**config.mk**
```make
export PLATFORM = sky130hd
export DESIGN_NAME = urv_dm_arbiter
export DESIGN_NICKNAME = d
export VERILOG_FILES = /design/src/rtl/urv_dm_arbiter.sv
export SDC_FILE = /design/constraint.sdc
export NUM_CORES = 1
export LEC_CHECK = 0
export CORE_MARGIN = 3
export CORE_UTILIZATION = 33
export DETAILED_ROUTE_END_ITERATION = 7
export PLACE_DENSITY_LB_ADDON = 0.15
export SLEW_MARGIN = 20
export SYNTH_ARGS = -nofsm -noshare
export SYNTH_HDL_FRONTEND = slang
export SYNTH_SLANG_ARGS = --single-unit
```
**constraint.sdc**
```tcl
create_clock -name clk_i -period 2.4 [get_ports clk_i]
set_clock_uncertainty 0.2 [all_clocks]
set_input_delay 0.48 -clock clk_i [delete_from_list [all_inputs] [get_ports clk_i]]
set_output_delay 0.48 -clock clk_i [all_outputs]
set_load 0.02 [all_outputs]
```
**src/rtl/urv_dm_arbiter.sv**
```systemverilog
// Data-memory port arbiter: the core is forwarded with zero latency, a secondary master gets a
// guaranteed slot through a starvation counter, and an optional timeout aborts stuck accesses.
module urv_dm_arbiter #(
  parameter int unsigned g_ext_max_wait = 8,
  parameter int unsigned g_timeout      = 0
) (
  input  logic        clk_i,
  input  logic        rst_i,
  input  logic [31:0] core_addr_i,
  input  logic [31:0] core_data_i,
  input  logic [3:0]  core_select_i,
  input  logic        core_load_i,
  input  logic        core_store_i,
  output logic        core_ready_o,
  output logic [31:0] core_data_o,
  output logic        core_err_o,
  input  logic [31:0] ext_addr_i,
  input  logic [31:0] ext_data_i,
  input  logic [3:0]  ext_select_i,
  input  logic        ext_we_i,
  input  logic        ext_req_i,
  output logic        ext_ack_o,
  output logic [31:0] ext_data_o,
  output logic        ext_err_o,
  output logic [31:0] mem_addr_o,
  output logic [31:0] mem_data_o,
  output logic [3:0]  mem_select_o,
  output logic        mem_load_o,
  output logic        mem_store_o,
  input  logic        mem_ready_i,
  input  logic [31:0] mem_data_i
);
  typedef enum logic [1:0] {IDLE, CORE_WAIT, EXT} state_t;

  localparam logic [7:0]  MAX_WAIT = 8'(g_ext_max_wait);
  localparam logic [31:0] TMO_LAST = (g_timeout > 0) ? 32'(g_timeout - 1) : 32'd0;
  localparam logic [31:0] ABORT_DATA = 32'hDEADBEEF;

  state_t      state;
  logic [7:0]  wait_cnt;
  logic [31:0] tmo_cnt;
  logic [31:0] lat_addr, lat_data;
  logic [3:0]  lat_select;
  logic        lat_load, lat_store;

  logic core_req, grant_ext, grant_core, in_access, tmo_hit, done;

  assign core_req   = core_load_i | core_store_i;
  assign grant_ext  = (state == IDLE) && ext_req_i && (!core_req || wait_cnt == MAX_WAIT);
  assign grant_core = (state == IDLE) && core_req && !grant_ext;
  assign in_access  = grant_core || (state != IDLE);
  // The abort fires in the cycle the count would reach g_timeout, not the one after.
  assign tmo_hit    = (g_timeout > 0) && in_access && !mem_ready_i && (tmo_cnt == TMO_LAST);
  assign done       = in_access && (mem_ready_i || tmo_hit);

  always_comb begin
    mem_addr_o   = lat_addr;
    mem_data_o   = lat_data;
    mem_select_o = lat_select;
    mem_load_o   = 1'b0;
    mem_store_o  = 1'b0;
    core_ready_o = 1'b0;
    core_data_o  = tmo_hit ? ABORT_DATA : mem_data_i;
    core_err_o   = 1'b0;
    ext_ack_o    = 1'b0;
    ext_data_o   = tmo_hit ? ABORT_DATA : mem_data_i;
    ext_err_o    = 1'b0;
    case (state)
      IDLE: begin
        if (grant_core) begin
          mem_addr_o   = core_addr_i;
          mem_data_o   = core_data_i;
          mem_select_o = core_select_i;
          mem_load_o   = core_load_i & !tmo_hit;
          mem_store_o  = core_store_i & !core_load_i & !tmo_hit;
          core_ready_o = mem_ready_i | tmo_hit;
          core_err_o   = tmo_hit;
        end else begin
          // Idle port reports ready; a core request losing to ext stalls.
          core_ready_o = !core_req;
        end
      end
      CORE_WAIT: begin
        mem_load_o   = lat_load & !tmo_hit;
        mem_store_o  = lat_store & !tmo_hit;
        core_ready_o = mem_ready_i | tmo_hit;
        core_err_o   = tmo_hit;
      end
      EXT: begin
        mem_load_o  = lat_load & !tmo_hit;
        mem_store_o = lat_store & !tmo_hit;
        ext_ack_o   = mem_ready_i | tmo_hit;
        ext_err_o   = tmo_hit;
      end
      default: ;
    endcase
  end

  always_ff @(posedge clk_i) begin
    if (rst_i) begin
      state      <= IDLE;
      wait_cnt   <= '0;
      tmo_cnt    <= '0;
      lat_addr   <= '0;
      lat_data   <= '0;
      lat_select <= '0;
      lat_load   <= 1'b0;
      lat_store  <= 1'b0;
    end else begin
      if (state == EXT && done)
        wait_cnt <= '0;
      else if (ext_req_i && state != EXT && wait_cnt != MAX_WAIT)
        wait_cnt <= wait_cnt + 8'd1;

      if (done)
        tmo_cnt <= '0;
      else if (in_access && !mem_ready_i)
        tmo_cnt <= tmo_cnt + 32'd1;

      case (state)
        IDLE: begin
          if (grant_ext) begin
            lat_addr   <= ext_addr_i;
            lat_data   <= ext_data_i;
            lat_select <= ext_select_i;
            lat_load   <= !ext_we_i;
            lat_store  <= ext_we_i;
            state      <= EXT;
          end else if (grant_core && !done) begin
            lat_addr   <= core_addr_i;
            lat_data   <= core_data_i;
            lat_select <= core_select_i;
            lat_load   <= core_load_i;
            lat_store  <= core_store_i & !core_load_i;
            state      <= CORE_WAIT;
          end
        end
        CORE_WAIT, EXT: if (done) state <= IDLE;
        default: state <= IDLE;
      endcase
    end
  end
endmodule

```
== Word-level counts from Yosys, hierarchy flattened ==
Cells that the tools add are included.
Widths: inputs -> output; s select.
Word-level totals
  register bits after elaboration: 80
  input bits: 175
  output and inout bits: 138
  word-level logic and storage cells: 67
Operators by class
  add/sub/neg operators: 1
  equal/unequal tests: 7
  multiplexer cells: 27
  bitwise operators: 2
  reduce and logical (&&, ||, !) cells: 23
Operator list (number)
  $mux 32: 8
  $mux 4: 4
  $logic_and 1x1->1: 9
  $add 8x1->8 const B: 1
  $eq 8x4->1 const B: 1
  $mux 1: 8
  $ne 8x4->1 const B: 1
  $mux 2: 3
  $pmux 1 s2: 3
  $logic_not 1->1: 5
  $pmux 2 s2: 1
  $reduce_and 2->1: 2
  $reduce_bool 2->1: 2
  $reduce_or 2->1: 2
  $ne 3x2->1 const B: 1
  $eq 2x1->1 const B: 1
  $eq 2x2->1 const B: 1
  $logic_not 2->1: 1
  $logic_or 1x1->1: 2
  $ne 2x1->1 const B: 1
  $ne 2x2->1 const B: 1
  $and 1x1->1: 1
  $or 1x1->1: 1

== Depth between registers and ports, before layout ==
  word-level depth: 13
  gate-level depth with buffers: 9
  gate-level depth less buffers: 7

== Least setup slack after synthesis ==
No wires, ideal clock.
  path kind: reg2out
  start: register wait_cnt[0]
  end: output mem_store_o
  data arrival time: 1.867 ns
  data required time: 1.720 ns
  setup slack: -0.147 ns
  cell stages (with the launch flop): 9
  buffers on the path: 1
  cell sequence: dfxtp_1 > inv_1 > ha_1 > nor4b_4 > a21o_1 > nand3_1 > clkbuf_1 > nand4b_1 > a21oi_1
On the way
  cells in the longest elaborated chain, start to end: 7
Ends and longest elaborated chain
  start: declaration: RTL line 40  | logic [7:0] wait_cnt;
  start signal: assignment: RTL line 113  | wait_cnt <= wait_cnt + 8'd1;
  $eq 8x4->1: RTL line 49  | assign grant_ext = (state == IDLE) && ext_req_i && (!core_req || wait_cnt == MAX_WAIT);
  $logic_or 1x1->1: RTL line 49
  $logic_and 1x1->1: RTL line 49
  $logic_not 1->1: RTL line 50  | assign grant_core = (state == IDLE) && core_req && !grant_ext;
  $logic_and 1x1->1: RTL line 50
  $mux 1: RTL line 70  | if (grant_core) begin
  $pmux 1 s2: RTL line 68  | case (state)
  end: declaration: RTL line 29  | output logic mem_store_o,
Every way passes these cells.

== Final worst setup path ==
  start: register wait_cnt[1]
  end: output mem_data_o[31]
On the way
  cells in the longest elaborated chain, start to end: 7
Ends and longest elaborated chain
  $eq 8x4->1: RTL line 49
  $logic_or 1x1->1: RTL line 49
  $logic_and 1x1->1: RTL line 49
  $logic_not 1->1: RTL line 50
  $logic_and 1x1->1: RTL line 50
  $mux 32: RTL line 70
  $mux 32: RTL line 68
  end: declaration: RTL line 26  | output logic [31:0] mem_data_o,
Every way passes these cells.

==> results by group <==
Clocking
  – Clock buffer count from CTS: 9
  – Clock Pin Slew Worst Setup and Hold Paths: around 60 ps
  – Longest Clk Path Bufs: 2
  – Clk_lat worst skew: 340 ps
  – Root buffer cell: clkbuf_16
  – Sinks on Clock Net: 80
  – H-tree Lvls: 3
  – TritonCTS clock tree: built

Pwr
  – Pwr dens: 671.5 nW/µm²
  – Power Total: a little under 0.005 W
  – LEAKAGE: around 3.0 nW
  – Max rail drop VDD: about 0.00030 V

Timing
  – Final hold vios: 0
  – Crit path time final: about 3000 ps
  – Final period utilization: 1.237
  – PnR worst setup slack: -568.8 ps
  – Fin. max-slew vios: 0
  – RSZ-0062 raised after global routing: true
  – Setup violators final: between 70 and 80
  – Fmax: between 0.3 and 0.4 GHz

Critical path
  – CP most frequent cell: buf_6
  – Crit end category: primary output
  – Slowest cell on the critical path: dfxtp_2
  – Crit path largest cell delay: 320 ps
  – Critical path class: flop to primary output
  – Worst Path Max Fanout: 4
  – Cells along the critical path: inv_2, ha_4, nor4b_4, and3_4, nor2_4, buf_6, buf_12, buf_6, buf_6, mux2_4, buf_6
  – Worst path buffer plus inverter count: 6
  – Crit path max-delay family: buffers and inverters
  – Critical path data arrival time: about 2300 ps
  – Required time worst endpoint: around 1700 ps
  – CP startpoint kind: flop

Cells and area
  – N_diodes: 0
  – Storage cell area: about 1600 µm²
  – Synthesis-to-layout area growth: 56.60%
  – Fillers: between 1000 and 1500
  – Layout cells sized above 1: 0.3595
  – Most common cell after layout, fill and taps aside: clkdlybuf4s50_1
  – Area of the multi-input gates: approximately 2400 µm²
  – Nets: 852
  – Most frequent cells in the layout: clkdlybuf4s50_1, nor2_1, dfxtp_1, mux2_2, buf_4

GRT
  – Initial antenna violation count: 0
  – First-pass GRT wire length: roughly 25000 µm
  – Number of global-route vias before repair: between 4000 and 5000
  – GRT Total Usage: 0.2041
  – GRT overflow: 0
  – Largest net degree at the start of global routing: between 60 and 70

Detailed routing
  – Met2 wire length: 8519 µm
  – Wire length on met1: between 6000 and 7000 µm
  – DR top layer: met4
  – Initial drt markers: 350
  – First drt pass iteration count: 8
  – WL met3: 1416 µm
  – DR WL/cell: roughly 20 µm
  – Total Wirelength: between 15000 and 20000 µm
  – Vias per cell: around 5.3
  – DRC Markers: 0
  – Vias: between 4000 and 5000
  – ANT nets after route: 0

Outcome
  – Violated checks: setup timing
  – Status: finished with violations

Die
  – Initial Util: 0.3429
  – Die height: ~120 µm
  – Row cnt: 42
  – # IOs: about 310
  – Die footprint: 15430 µm²
  – Core area: between 10000 and 15000 µm²
  – Die width: about 120 µm

Placement
  – Post-DP HPWL: between 10000 and 15000 µm
  – Dpl ws: -769.3 ps
  – IO Port Bufs: roughly 210
  – Final RePlAce weighted congestion: around 0.8

Yosys
  – Synth Flop Type: dfxtp_1
  – Yosys reg bits: 80
  – Syn Inst Count: roughly 480
  – Async S/R FF share, synth: 0
  – Ys Warns: 0
  – Sequential share of the synthesized area: 0.3472
  – Synth Area per Inst: around 9.6 µm²
  – Netlist Area Pre-Place: ~4600 µm²
  – EDFF count, synth: 0
  – Count of different cell masters after synthesis: 40

Run
  – Max-cap violations: 0

Worst hold path
  – Hold Crit Class: flop to flop
-- metal layers --
layer,up-vias,track usage
li1,2117,-
met1,2128,0.2389
met2,201,0.3531
met3,31,0.05885
met4,0,0.07608
met5,-,0
-- registers in the layout, indices dropped and copies added (netlist names) --
signal and flops:
lat_store 1, lat_data 32, lat_addr 32, state 2, wait_cnt 8, lat_select 4
lat_load 1
-- worst reg2reg max path, cell delays in order, from the launching register on --
cell and delay (ps):
dfxtp_2 330, inv_2 50, ha_4 140, nor4b_4 130, buf_4 140, a21o_1 170, buf_4 130, and3_4 200
clkbuf_16 220, a222oi_1 380, nor2_1 70
-- cell usage after synthesis (2+ instances only) --
master	n	share of area
mux2_2	59	0.14
and3_1	4	0.0054
buf_6	5	0.012
xor2_1	6	0.011
dfxtp_1	80	0.35
a211oi_1	11	0.018
nor2b_1	2	0.0027
buf_2	13	0.014
nand2_1	6	0.0049
ha_1	6	0.016
a21oi_1	5	0.0054
clkbuf_1	18	0.015
o21ai_1	2	0.0022
nand2b_1	2	0.0027
mux2_1	9	0.022
nor2_1	83	0.068
nand4_1	4	0.0054
a221oi_1	2	0.0038
a222oi_1	57	0.12
a21o_1	2	0.0033
o21ai_0	2	0.0022
inv_1	5	0.0041
mux2i_1	12	0.026
buf_4	68	0.11
-- logic make-up (layout without fill, tap and decap cells) --
family,Yosys count,count (layout),share of synthesized area
fa+ha+maj,6,6,0.01627
compound gates,88,88,0.1720
mux,80,80,0.1920
buf+inv,110,306,0.1565
other cells,1,2,0.0008129
flops,80,80,0.3472
xor+xnor,7,7,0.01329
simple gates,107,107,0.1020
-- timing repair --
action | CTS | global route
setup endpoints to repair | 130 | 91
pin swaps | 5 | 4
buffers inserted | 14 | 4
resized for setup | 318 | 54
hold buffers | 0 | 0
cloned | 3 | 3
-- worst paths after layout --
kind                startpoint              to  slack [ps]  cells past startpoint
hold reg to reg   lat_addr[16]    lat_addr[16]         300                      2
setup reg to reg   wait_cnt[1]    lat_data[22]         100                     10
setup / recovery   wait_cnt[1]  mem_data_o[31]        -570                     11
hold / removal    lat_addr[16]    lat_addr[16]         300                      2
-- through the flow --
step	util	area [µm²]	cells	hold slack, ps	TNS, ps
detailed placement	0.5020	6754	814	287.6	-71910
CTS	0.5237	7046	847	302.6	-34080
floorplan	-	4628	480	263.6	-254.4
finish	0.5370	7224	852	297.1	-30270
global placement	0.5020	6754	814	275.9	-71340
global route	0.5370	7224	852	322.7	-37300
-- power by group --
group	total [W]	internal (W)	leakage (nW)	switching, W
sequential	0.00151	0.00145	0.658	0.0000627
combinational	0.00194	0.00104	2.23	0.000902
clock	0.00140	0.000833	0.145	0.000567
-- final cells by class --
| cell class | instances | area share |
|---|---|---|
| clock inverters | 5 | 0.007794 |
| clock buffers | 11 | 0.03360 |
| flip-flops and latches | 80 | 0.2220 |
| inverters | 5 | 0.002598 |
| multi-input cells | 290 | 0.3303 |
| well taps | 176 | 0.03048 |
| repair buffers | 285 | 0.3732 |
No activity file was read; power rests on OpenSTA's default activity.
